File: config.mk
export PLATFORM = sky130hd
export DESIGN_NAME = uart_fifo_core_flat
export DESIGN_NICKNAME = d
export VERILOG_FILES = /design/src/rtl/uart_pkg.sv /design/src/rtl/uart_fifo_core_if.sv /design/src/rtl/uart_sync_fifo.sv /design/src/rtl/uart_fifo_core.sv /design/src/flat_wrapper.sv
export SDC_FILE = /design/constraint.sdc
export NUM_CORES = 1
export LEC_CHECK = 0
export CORE_MARGIN = 10
export CORE_UTILIZATION = 30
export CTS_CLUSTER_SIZE = 10
export DETAILED_ROUTE_END_ITERATION = 10
export PLACE_DENSITY_LB_ADDON = 0.2
export RECOVER_POWER = 25
export SLEW_MARGIN = 15
export SYNTH_ARGS = -nofsm -noshare
export SYNTH_HDL_FRONTEND = slang
export SYNTH_HIERARCHICAL = 1
export SYNTH_SLANG_ARGS = --single-unit
export TNS_END_PERCENT = 10
File: constraint.sdc
create_clock -name clk -period 8.38 [get_ports clk]
set_input_delay 0.838 -clock clk [delete_from_list [all_inputs] [get_ports clk]]
set_output_delay 0.838 -clock clk [all_outputs]
set_load 0.005 [all_outputs]
File: src/rtl/uart_pkg.sv
// Shared encodings and constants for the UART TX/RX engines.
// UART_PARITY_EN adds the PARITY state to the shared encoding.
package uart_pkg;

  localparam int OVERSAMPLE = 16;
  localparam int MID_START  = 7;

  typedef enum logic [2:0] {
    ST_IDLE,
    ST_START,
    ST_DATA,
`ifdef UART_PARITY_EN
    ST_PARITY,
`endif
    ST_STOP
  } uart_state_e;

endpackage

File: src/rtl/uart_fifo_core_if.sv
// Host-side bus of uart_fifo_core: TX push, RX pop and sticky error flags.
// UART_PARITY_EN adds the rx_parity_err flag.
interface uart_fifo_core_if #(
  parameter int DBIT = 8
);
  logic            wr_en;
  logic [DBIT-1:0] w_data;
  logic            tx_full;
  logic            tx_busy;
  logic            rd_en;
  logic [DBIT-1:0] r_data;
  logic            rx_empty;
  logic            rx_frame_err;
  logic            rx_overrun;
  logic            err_clr;
`ifdef UART_PARITY_EN
  logic            rx_parity_err;

  modport master (
    output wr_en, w_data, rd_en, err_clr,
    input  tx_full, tx_busy, r_data, rx_empty, rx_frame_err, rx_overrun, rx_parity_err
  );
  modport slave (
    input  wr_en, w_data, rd_en, err_clr,
    output tx_full, tx_busy, r_data, rx_empty, rx_frame_err, rx_overrun, rx_parity_err
  );
`else
  modport master (
    output wr_en, w_data, rd_en, err_clr,
    input  tx_full, tx_busy, r_data, rx_empty, rx_frame_err, rx_overrun
  );
  modport slave (
    input  wr_en, w_data, rd_en, err_clr,
    output tx_full, tx_busy, r_data, rx_empty, rx_frame_err, rx_overrun
  );
`endif
endinterface

File: src/rtl/uart_sync_fifo.sv
// Synchronous first-word-fall-through FIFO; output holds the last popped
// word while empty.
module uart_sync_fifo #(
  parameter int DW = 8,
  parameter int AW = 2
) (
  input  logic          clk,
  input  logic          reset,
  input  logic          i_wr,
  input  logic [DW-1:0] i_wdata,
  input  logic          i_rd,
  output logic [DW-1:0] o_rdata,
  output logic          o_full,
  output logic          o_empty
);
  localparam int DEPTH = 2**AW;

  logic [DW-1:0] r_mem [DEPTH];
  logic [AW-1:0] r_wptr, r_rptr;
  logic [AW:0]   r_count;
  logic [DW-1:0] r_last;
  logic          w_full, w_empty, w_do_wr, w_do_rd;

  assign w_full  = (r_count == (AW+1)'(DEPTH));
  assign w_empty = (r_count == '0);
  // A write while full is allowed only when a read frees the slot this cycle.
  assign w_do_wr = i_wr && (!w_full || i_rd);
  assign w_do_rd = i_rd && !w_empty;

  always_ff @(posedge clk) begin
    if (w_do_wr) r_mem[r_wptr] <= i_wdata;
  end

  always_ff @(posedge clk) begin
    if (reset) begin
      r_wptr  <= '0;
      r_rptr  <= '0;
      r_count <= '0;
      r_last  <= '0;
    end else begin
      if (w_do_wr) r_wptr <= r_wptr + 1'b1;
      if (w_do_rd) begin
        r_rptr <= r_rptr + 1'b1;
        r_last <= r_mem[r_rptr];
      end
      if (w_do_wr && !w_do_rd)      r_count <= r_count + 1'b1;
      else if (!w_do_wr && w_do_rd) r_count <= r_count - 1'b1;
    end
  end

  assign o_rdata = w_empty ? r_last : r_mem[r_rptr];
  assign o_full  = w_full;
  assign o_empty = w_empty;
endmodule

File: src/rtl/uart_fifo_core.sv
// UART core: programmable baud tick, 16x-oversampling RX, TX, per-direction
// FIFOs and sticky error flags. Define UART_PARITY_EN for even parity.
module uart_fifo_core
  import uart_pkg::*;
#(
  parameter int DBIT    = 8,
  parameter int SB_TICK = 16,
  parameter int DVSR_W  = 11,
  parameter int FIFO_AW = 2
) (
  input  logic              clk,
  input  logic              reset,
  input  logic [DVSR_W-1:0] dvsr,
  input  logic              rx,
  output logic              tx,
  uart_fifo_core_if.slave   bus
);
  localparam int SW = 6;
  localparam int NW = $clog2(DBIT);

  logic [DVSR_W-1:0] r_tick_cnt, w_term;
  logic              w_tick;

  assign w_term = (dvsr == '0) ? '0 : dvsr - DVSR_W'(1);
  assign w_tick = (r_tick_cnt == w_term);

  // >= rather than == so a shrinking divisor wraps immediately.
  always_ff @(posedge clk) begin
    if (reset)                    r_tick_cnt <= '0;
    else if (r_tick_cnt >= w_term) r_tick_cnt <= '0;
    else                          r_tick_cnt <= r_tick_cnt + 1'b1;
  end

  logic            r_rx_meta, r_rx_sync, r_rx_push;
  uart_state_e     r_rx_state;
  logic [SW-1:0]   r_rx_s;
  logic [NW-1:0]   r_rx_n;
  logic [DBIT-1:0] r_rx_b;
  logic            r_frame_err, r_overrun;
  logic            w_rx_full;
`ifdef UART_PARITY_EN
  logic            r_parity_err;
`endif

  always_ff @(posedge clk) begin
    if (reset) begin
      r_rx_meta   <= 1'b1;
      r_rx_sync   <= 1'b1;
      r_rx_push   <= 1'b0;
      r_rx_state  <= ST_IDLE;
      r_rx_s      <= '0;
      r_rx_n      <= '0;
      r_rx_b      <= '0;
      r_frame_err <= 1'b0;
      r_overrun   <= 1'b0;
`ifdef UART_PARITY_EN
      r_parity_err <= 1'b0;
`endif
    end else begin
      r_rx_meta <= rx;
      r_rx_sync <= r_rx_meta;
      r_rx_push <= 1'b0;
      case (r_rx_state)
        ST_IDLE:
          if (!r_rx_sync) begin
            r_rx_state <= ST_START;
            r_rx_s     <= '0;
          end
        ST_START:
          if (w_tick) begin
            if (r_rx_s == SW'(MID_START)) begin
              r_rx_s <= '0;
              r_rx_n <= '0;
              r_rx_state <= r_rx_sync ? ST_IDLE : ST_DATA;
            end else r_rx_s <= r_rx_s + 1'b1;
          end
        ST_DATA:
          if (w_tick) begin
            if (r_rx_s == SW'(OVERSAMPLE-1)) begin
              r_rx_s <= '0;
              r_rx_b <= {r_rx_sync, r_rx_b[DBIT-1:1]};
              if (r_rx_n == NW'(DBIT-1)) begin
`ifdef UART_PARITY_EN
                r_rx_state <= ST_PARITY;
`else
                r_rx_state <= ST_STOP;
`endif
              end else r_rx_n <= r_rx_n + 1'b1;
            end else r_rx_s <= r_rx_s + 1'b1;
          end
`ifdef UART_PARITY_EN
        ST_PARITY:
          if (w_tick) begin
            if (r_rx_s == SW'(OVERSAMPLE-1)) begin
              r_rx_s <= '0;
              if (r_rx_sync != ^r_rx_b) r_parity_err <= 1'b1;
              r_rx_state <= ST_STOP;
            end else r_rx_s <= r_rx_s + 1'b1;
          end
`endif
        ST_STOP:
          if (w_tick) begin
            if (r_rx_s == SW'(SB_TICK-1)) begin
              r_rx_state <= ST_IDLE;
              if (!r_rx_sync)     r_frame_err <= 1'b1;
              else if (w_rx_full) r_overrun   <= 1'b1;
              else                r_rx_push   <= 1'b1;
            end else r_rx_s <= r_rx_s + 1'b1;
          end
        default: r_rx_state <= ST_IDLE;
      endcase
      // Clear wins over a same-cycle set because it is the later assignment.
      if (bus.err_clr) begin
        r_frame_err <= 1'b0;
        r_overrun   <= 1'b0;
`ifdef UART_PARITY_EN
        r_parity_err <= 1'b0;
`endif
      end
    end
  end

  uart_state_e     r_tx_state;
  logic [SW-1:0]   r_tx_s;
  logic [NW-1:0]   r_tx_n;
  logic [DBIT-1:0] r_tx_b;
  logic            r_tx;
  logic [DBIT-1:0] w_tx_head;
  logic            w_tx_full, w_tx_empty, w_tx_pop;
`ifdef UART_PARITY_EN
  logic            r_tx_par;
`endif

  // Popping on the last stop tick lets back-to-back frames run without a gap.
  assign w_tx_pop = !w_tx_empty &&
                    ((r_tx_state == ST_IDLE) ||
                     ((r_tx_state == ST_STOP) && w_tick && (r_tx_s == SW'(SB_TICK-1))));

  always_ff @(posedge clk) begin
    if (reset) begin
      r_tx_state <= ST_IDLE;
      r_tx_s     <= '0;
      r_tx_n     <= '0;
      r_tx_b     <= '0;
      r_tx       <= 1'b1;
`ifdef UART_PARITY_EN
      r_tx_par   <= 1'b0;
`endif
    end else if (w_tx_pop) begin
      r_tx_state <= ST_START;
      r_tx_s     <= '0;
      r_tx_b     <= w_tx_head;
      r_tx       <= 1'b0;
`ifdef UART_PARITY_EN
      r_tx_par   <= ^w_tx_head;
`endif
    end else begin
      case (r_tx_state)
        ST_IDLE: r_tx <= 1'b1;
        ST_START:
          if (w_tick) begin
            if (r_tx_s == SW'(OVERSAMPLE-1)) begin
              r_tx_s     <= '0;
              r_tx_n     <= '0;
              r_tx_state <= ST_DATA;
              r_tx       <= r_tx_b[0];
            end else r_tx_s <= r_tx_s + 1'b1;
          end
        ST_DATA:
          if (w_tick) begin
            if (r_tx_s == SW'(OVERSAMPLE-1)) begin
              r_tx_s <= '0;
              r_tx_b <= r_tx_b >> 1;
              if (r_tx_n == NW'(DBIT-1)) begin
`ifdef UART_PARITY_EN
                r_tx_state <= ST_PARITY;
                r_tx       <= r_tx_par;
`else
                r_tx_state <= ST_STOP;
                r_tx       <= 1'b1;
`endif
              end else begin
                r_tx_n <= r_tx_n + 1'b1;
                r_tx   <= r_tx_b[1];
              end
            end else r_tx_s <= r_tx_s + 1'b1;
          end
`ifdef UART_PARITY_EN
        ST_PARITY:
          if (w_tick) begin
            if (r_tx_s == SW'(OVERSAMPLE-1)) begin
              r_tx_s     <= '0;
              r_tx_state <= ST_STOP;
              r_tx       <= 1'b1;
            end else r_tx_s <= r_tx_s + 1'b1;
          end
`endif
        ST_STOP:
          if (w_tick) begin
            if (r_tx_s == SW'(SB_TICK-1)) r_tx_state <= ST_IDLE;
            else                          r_tx_s     <= r_tx_s + 1'b1;
          end
        default: r_tx_state <= ST_IDLE;
      endcase
    end
  end

  logic [DBIT-1:0] w_rx_data;
  logic            w_rx_empty;

  uart_sync_fifo #(.DW(DBIT), .AW(FIFO_AW)) u_tx_fifo (
    .clk(clk), .reset(reset),
    .i_wr(bus.wr_en), .i_wdata(bus.w_data), .i_rd(w_tx_pop),
    .o_rdata(w_tx_head), .o_full(w_tx_full), .o_empty(w_tx_empty)
  );

  uart_sync_fifo #(.DW(DBIT), .AW(FIFO_AW)) u_rx_fifo (
    .clk(clk), .reset(reset),
    .i_wr(r_rx_push), .i_wdata(r_rx_b), .i_rd(bus.rd_en),
    .o_rdata(w_rx_data), .o_full(w_rx_full), .o_empty(w_rx_empty)
  );

  assign tx               = r_tx;
  assign bus.tx_full      = w_tx_full;
  assign bus.tx_busy      = (r_tx_state != ST_IDLE) || !w_tx_empty;
  assign bus.r_data       = w_rx_data;
  assign bus.rx_empty     = w_rx_empty;
  assign bus.rx_frame_err = r_frame_err;
  assign bus.rx_overrun   = r_overrun;
`ifdef UART_PARITY_EN
  assign bus.rx_parity_err = r_parity_err;
`endif
endmodule

File: src/flat_wrapper.sv
// flat-port wrapper written by rule: the top's interface ports become plain ports
module uart_fifo_core_flat import uart_pkg::*;
#(
  parameter int DBIT    = 8,
  parameter int SB_TICK = 16,
  parameter int DVSR_W  = 11,
  parameter int FIFO_AW = 2
)
  (clk, reset, dvsr, rx, tx, bus_wr_en, bus_w_data, bus_rd_en, bus_err_clr, bus_tx_full, bus_tx_busy, bus_r_data, bus_rx_empty, bus_rx_frame_err, bus_rx_overrun);
  uart_fifo_core_if #(.DBIT(DBIT)) bus_i ();
  input  logic clk;
  input  logic reset;
  input  logic [DVSR_W-1:0] dvsr;
  input  logic rx;
  output logic tx;
  input wire logic [$bits(bus_i.wr_en)-1:0] bus_wr_en;
  input wire logic [$bits(bus_i.w_data)-1:0] bus_w_data;
  input wire logic [$bits(bus_i.rd_en)-1:0] bus_rd_en;
  input wire logic [$bits(bus_i.err_clr)-1:0] bus_err_clr;
  output wire logic [$bits(bus_i.tx_full)-1:0] bus_tx_full;
  output wire logic [$bits(bus_i.tx_busy)-1:0] bus_tx_busy;
  output wire logic [$bits(bus_i.r_data)-1:0] bus_r_data;
  output wire logic [$bits(bus_i.rx_empty)-1:0] bus_rx_empty;
  output wire logic [$bits(bus_i.rx_frame_err)-1:0] bus_rx_frame_err;
  output wire logic [$bits(bus_i.rx_overrun)-1:0] bus_rx_overrun;
  assign bus_i.wr_en = bus_wr_en;
  assign bus_i.w_data = bus_w_data;
  assign bus_i.rd_en = bus_rd_en;
  assign bus_i.err_clr = bus_err_clr;
  assign bus_tx_full = bus_i.tx_full;
  assign bus_tx_busy = bus_i.tx_busy;
  assign bus_r_data = bus_i.r_data;
  assign bus_rx_empty = bus_i.rx_empty;
  assign bus_rx_frame_err = bus_i.rx_frame_err;
  assign bus_rx_overrun = bus_i.rx_overrun;
  uart_fifo_core #(.DBIT(DBIT), .SB_TICK(SB_TICK), .DVSR_W(DVSR_W), .FIFO_AW(FIFO_AW)) u_core (.clk(clk), .reset(reset), .dvsr(dvsr), .rx(rx), .tx(tx), .bus(bus_i));
endmodule
### Yosys cells after proc, flatten, opt, wreduce, memory -nomap -nowiden

Memory sizes are Yosys's and may differ from the RTL's. A register that Yosys moved wholly into a read port is not among the register bits.
Cells that the tools add are included.

* reduce and logical (&&, ||, !) cells: 56
* muxes and demuxes: 69
* equality and inequality tests: 42
* shift-type cells: 0
* multiply operators: 0
* bitwise gates (word level): 6
* magnitude comparators: 1
* divide/modulo/power cells: 0
* add/subtract/negate cells: 14

Operator list (number)
* 3-bit 2-to-1 mux: 27
* 6-bit 2-to-1 mux: 11
* 8-bit 2-to-1 mux: 6
* 2-bit by 1-bit != test with 1-bit output (second input constant): 14
* 3-bit one-hot mux with 4 select lines: 2
* 6-bit one-hot mux with 4 select lines: 1
* 8-bit AND reduction: 3
* 3-bit by 2-bit != test with 1-bit output (second input constant): 6
* 2-bit nonzero test: 8
* 2-bit != test (second input constant): 7
* 3-bit by 1-bit adder with 3-bit output (second input constant): 4
* 6-bit by 1-bit adder with 6-bit output (second input constant): 2
* 3-bit by 2-bit equality test with 1-bit output (second input constant): 4
* 3-bit equality test (second input constant): 4
* 6-bit by 4-bit equality test with 1-bit output (second input constant): 2
* 3-bit logical NOT: 4
* 1-bit 2-to-1 mux: 12
* 3-bit one-hot mux with 2 select lines: 2
* 6-bit one-hot mux with 2 select lines: 1
* 6-bit AND reduction: 2
* 11-bit by 1-bit adder with 11-bit output (second input constant): 1
* 11-bit equality test: 1
* 11-bit >= comparator: 1
* 1-bit logical AND: 11
* other kinds (21): 52

* register bits after elaboration: 87
* ROM bits: 0
* output and inout bits: 14
* logic and storage cells: 214
* bits in latches: 0
* memories: 2
* input port bits: 25
* bits in writable memories: 64

Memories
* u_core.u_rx_fifo.r_mem: depth 4, bits a word 8, rd ports 1, clocked after memory_dff 1, write ports 1, line uart_sync_fifo.sv:18 `logic [DW-1:0] r_mem [DEPTH];`
* u_core.u_tx_fifo.r_mem: depth 4, bits a word 8, rd ports 1, clocked after memory_dff 1, write ports 1, line uart_sync_fifo.sv:18

### Depth between registers and ports, before layout

* depth after elaboration: 13
* depth in mapped cells: 21
* gate-level depth less buffers: 19

### Modules after synthesis

The synthesis kept the hierarchy.

By module, submodules not included
* uart_sync_fifo: times used 2, cells an instance 135, area each 2020.7 sq um, sequential area each 1301.2 sq um
* uart_fifo_core: times used 1, cells an instance 373, area each 3294.4 sq um, sequential area each 1101.1 sq um

### Worst setup path before layout

OpenSTA, ideal clock, no wires.

* kind: input to register
* from: input dvsr[3]
* to: register u_core.u_tx_fifo.r_count[2]
* stages on the path: 18
* arrival: 4.831 ns
* data required time: 8.310 ns
* slack: 3.479 ns
* cell sequence: nor3_1 > nand3b_1 > or4_1 > buf_2 > and2_1 > ha_1 > nand4_4 > nor4_4 > a21oi_1 > inv_1 > inv_1 > a21boi_2 > ha_1 > inv_1 > fa_1 > xor2_1 > or3_2 > a21oi_1

* cells in the longest elaborated chain, start to end: 12

Ends and longest elaborated chain
* start, declared: line flat_wrapper.sv:13 `input logic [DVSR_W-1:0] dvsr;`
* 11-bit by 1-bit subtractor with 11-bit output / 11-bit logical NOT (equally long branches): line uart_fifo_core.sv:24 `assign w_term = (dvsr == '0) ? '0 : dvsr - DVSR_W'(1);`
* 11-bit 2-to-1 mux (*): line uart_fifo_core.sv:24
* 11-bit equality test (*): line uart_fifo_core.sv:25 `assign w_tick = (r_tick_cnt == w_term);`
* 1-bit logical AND (*) (2 in a row): line uart_fifo_core.sv:137 `((r_tx_state == ST_STOP) && w_tick && (r_tx_s == SW'(SB_TICK-1))));`
* 1-bit logical OR (*): line uart_fifo_core.sv:136 `((r_tx_state == ST_IDLE) ||`
* 1-bit logical AND (*): line uart_fifo_core.sv:135 `assign w_tx_pop = !w_tx_empty &&`
* net u_core.w_tx_pop: line uart_fifo_core.sv:129 `logic w_tx_full, w_tx_empty, w_tx_pop;`
* 1-bit logical OR (*): line uart_sync_fifo.sv:27 `assign w_do_wr = i_wr && (!w_full || i_rd);`
* 1-bit logical AND (*): line uart_sync_fifo.sv:27
* net u_core.u_tx_fifo.w_do_wr: line uart_sync_fifo.sv:22 `logic w_full, w_empty, w_do_wr, w_do_rd;`
* 1-bit logical NOT: line uart_sync_fifo.sv:47 `else if (!w_do_wr && w_do_rd) r_count <= r_count - 1'b1;`
* 1-bit logical AND: line uart_sync_fifo.sv:47
* 2-bit nonzero test (no source line)
* end signal, assigned: line uart_sync_fifo.sv:46 `if (w_do_wr && !w_do_rd) r_count <= r_count + 1'b1;`
* end signal, assigned: line uart_sync_fifo.sv:47
* end, declared: line uart_sync_fifo.sv:20 `logic [AW:0] r_count;`

Mark *: on every way through the listed nets, which the timed path passes. The rest lies on a longest branch.
A chain may end at the register's enable or synchronous reset.

### Worst setup path in the final report

Ends and elaborated chain as after synthesis.

==> flow_metrics.env <==
export IMPL_r2r_cells=14
export IMPL_path_clk_slew_ns=0.07
export IMPL_core_area_mm2=0.0242
export IMPL_synth_most_common_cell="dfxtp_1"
export IMPL_vias=4757
export IMPL_synth_edff_count=64
export IMPL_antenna_found_initial=0
export IMPL_dp_hpwl_um=10400
export IMPL_postCtsSetupBuffers=0
export IMPL_period_needed_ns=5.54
export IMPL_setup_viol=0
export IMPL_grt_pass1_vias=4875
export IMPL_htreeDepth=4
export IMPL_r2r_slack_ns=4.63
export IMPL_ys_flop_type="dfxtp_1"
export IMPL_grt_overflow=0
export IMPL_grt_pass1_wl_um=24300
export IMPL_fin_skew_ns=0.0119
export IMPL_numCtsBuffers=17
export IMPL_yosysSeqAreaShare=0.505
export IMPL_synthTopCellsByCount="dfxtp_1, edfxtp_1, nand2_1, nor2_1, a21oi_1"
export IMPL_drv_slew=0
export IMPL_whs_endpoint="u_core/r_rx_sync"
export IMPL_die_h_um=176
export IMPL_top_layer_used="met4"
export IMPL_cts_root_buf="clkbuf_16"
export IMPL_synth_top_cell_area_share=0.262
export IMPL_clockBufferDepth=2
export IMPL_hold_viol=0
export IMPL_wl_per_cell_um=14.4
export IMPL_finalCritPeriodShare=0.661
export IMPL_syn_area_per_cell_um2=11.4
export IMPL_die_w_um=176
export IMPL_clk_latency_ns=0.42
export IMPL_start_util=0.303
export IMPL_multiInputGateArea_mm2=0.00338
export IMPL_cts_sinks=153
export IMPL_cts_tree="yes"
export IMPL_syn_to_final_growth_pct=16.7
export IMPL_ys_top_cells_by_area="edfxtp_1, dfxtp_1, ha_1"
export IMPL_synth_seq_cells=153
export IMPL_holdPathStages=1
export IMPL_min_from="u_core/r_rx_meta"
export IMPL_fin_nets=744
export IMPL_place_ws_ns=2.41
export IMPL_dr_pass1_iters=4
export IMPL_crit_required_ns=8.73
export IMPL_io_pins=39
export IMPL_grt_setup_unrepaired="no"
export IMPL_regArea_mm2=0.00370
export IMPL_hold_class="flop to flop"
export IMPL_worstPathArrival_ns=5.89
export IMPL_finalWirelength_um=14600
export IMPL_viasPerCell=4.69
export IMPL_peakVddDrop_v=0.000105
export IMPL_ys_types=70
export IMPL_slew_headroom=0.457
export IMPL_fin_ws_ns=2.84
export IMPL_met3_length_um=454
export IMPL_setup_tns_final_ns=0
export IMPL_gp_routability_congestion=0.793
export IMPL_fin_cells=1015
export IMPL_synthCells=643
export IMPL_p_per_area_mw_per_mm2=243
export IMPL_drc_errors=0
export IMPL_grt_max_degree=69
export IMPL_syn_area_mm2=0.00734
export IMPL_antenna_left=0
export IMPL_fmax_mhz=180
export IMPL_track_usage=0.0966
export IMPL_numPortBuffers=38
export IMPL_path_class="input pin to flop"
export IMPL_ctsHoldBuffers=0
export IMPL_drt_iter0_markers=219
export IMPL_worstReg2RegEnd="u_core/u_tx_fifo/r_count[2]"
export IMPL_rows=57
export IMPL_drv_cap=0
export IMPL_fillers=2338
export IMPL_dp_cells=983
export IMPL_dieArea_mm2=0.0311
export IMPL_drive_gt1_frac=0.149
export IMPL_worstReg2RegStart="u_core/r_tick_cnt[0]"
export IMPL_wl_met1_um=6650
export IMPL_wl_met2_um=7350
export IMPL_ys_async_sr_fraction=0
export IMPL_path_max_fanout=10
export IMPL_yosysTopAreaCell="edfxtp_1"
export IMPL_cts_resized=0
export IMPL_total_power_uw=2080
export IMPL_endpoint_kind="flop"
export IMPL_synthesis_nets=709
export IMPL_crit_path_start_kind="input pin"
export IMPL_whs_ns=0.416
export IMPL_diodes=0
export IMPL_power_leakage_uw=0.00326
export IMPL_yosys_warnings=6
export IMPL_worst_slew_pin_slew_ns=0.809
export IMPL_status="finished, final reports clean"
## power breakdown
part           internal [uW]  switching (uW)
clock                    446             319
combinational            192             234
sequential               841            50.3
## through the flow
step           utilization  area, um2
6_report             0.354       8560
5_1_grt              0.354       8560
4_1_cts              0.354       8560
3_5_place_dp         0.330       7970
3_3_place_gp         0.330       7970
2_1_floorplan            -       7340
## layout by cell type (no fill, tap or decap), types with 7 or more instances in the layout
cell	instances
dfxtp_1	89
edfxtp_1	64
nand2_1	63
nor2_1	54
a21oi_1	44
ha_1	39
clkdlybuf4s50_1	30
inv_1	23
mux2i_1	21
xor2_1	18
clkbuf_16	17
mux2_2	17
o21ai_0	16
mux4_2	16
nand3_1	15
nor3_1	14
and2_2	9
nand2b_1	8
dlygate4sd3_1	7
nand4_1	7
nor3b_1	7
and3_1	7
## cell families (layout without fill, tap and decap cells)
logic type,Yosys count,after routing,synth area share
muxes,56,56,0.108
xor gates and xnor gates,24,24,0.0287
AOI/OAI and AO/OA,95,95,0.0837
DFF,153,153,0.505
and+or+nand+nor,225,225,0.168
buffers and inverters,49,97,0.0348
adders and majority gates,41,41,0.0720
## final cells by class
cell class | instances | area share
sequential | 153 | 0.433
tap | 324 | 0.0474
timing repair buffer | 40 | 0.0456
clock inverter | 14 | 0.0187
inverter | 25 | 0.0110
multi-input combinational | 441 | 0.395
clock buffer | 18 | 0.0501
## per-layer routing
metal | GRT usage | up-vias
li1 | - | 2388
met1 | 0.112 | 2294
met2 | 0.169 | 61
met3 | 0.0248 | 14
met4 | 0.0340 | 0
met5 | 0 | -
## flip-flops by register name (all words and copies together), names as in the netlist, 2 cells and up, named ones only
signal                    flops
u_core/r_rx_b                 8
u_core/r_rx_n                 3
u_core/r_rx_s                 6
u_core/r_rx_state             2
u_core/r_tick_cnt            11
u_core/r_tx_b                 8
u_core/r_tx_n                 3
u_core/r_tx_s                 6
u_core/r_tx_state             2
u_core/u_rx_fifo/r_count      3
u_core/u_rx_fifo/r_last       8
u_core/u_rx_fifo/r_mem       32
u_core/u_rx_fifo/r_rptr       2
u_core/u_rx_fifo/r_wptr       2
u_core/u_tx_fifo/r_count      3
u_core/u_tx_fifo/r_last       8
u_core/u_tx_fifo/r_mem       32
u_core/u_tx_fifo/r_rptr       2
u_core/u_tx_fifo/r_wptr       2
## worst max-delay path by stage
stage                 start                          end  slack [ns]
global placement    dvsr[3]  u_core/u_tx_fifo/r_count[2]        2.62
CTS                 dvsr[3]  u_core/u_tx_fifo/r_count[2]        2.86
finish              dvsr[3]  u_core/u_tx_fifo/r_count[2]        2.84
floorplan           dvsr[3]  u_core/u_tx_fifo/r_count[2]        3.48
global route        dvsr[3]  u_core/u_tx_fifo/r_count[2]        2.46
detailed placement  dvsr[3]  u_core/u_tx_fifo/r_count[2]        2.41
## critical path, cell delays in order
cell and delay [ns]:
clkdlybuf4s50_1 0.47, nor3_1 0.28, nand3b_1 0.19, or4_1 0.68, and2_1 0.23, ha_1 0.32, nand4_4 0.20, nor4_4 0.46
a21oi_1 0.15, inv_1 0.20, inv_1 0.08, a21boi_2 0.32, ha_1 0.25, inv_1 0.07, fa_1 0.43, xor2_1 0.16
or3_2 0.41, a21oi_1 0.15
Note: power is estimated with default switching activity, not from simulation.
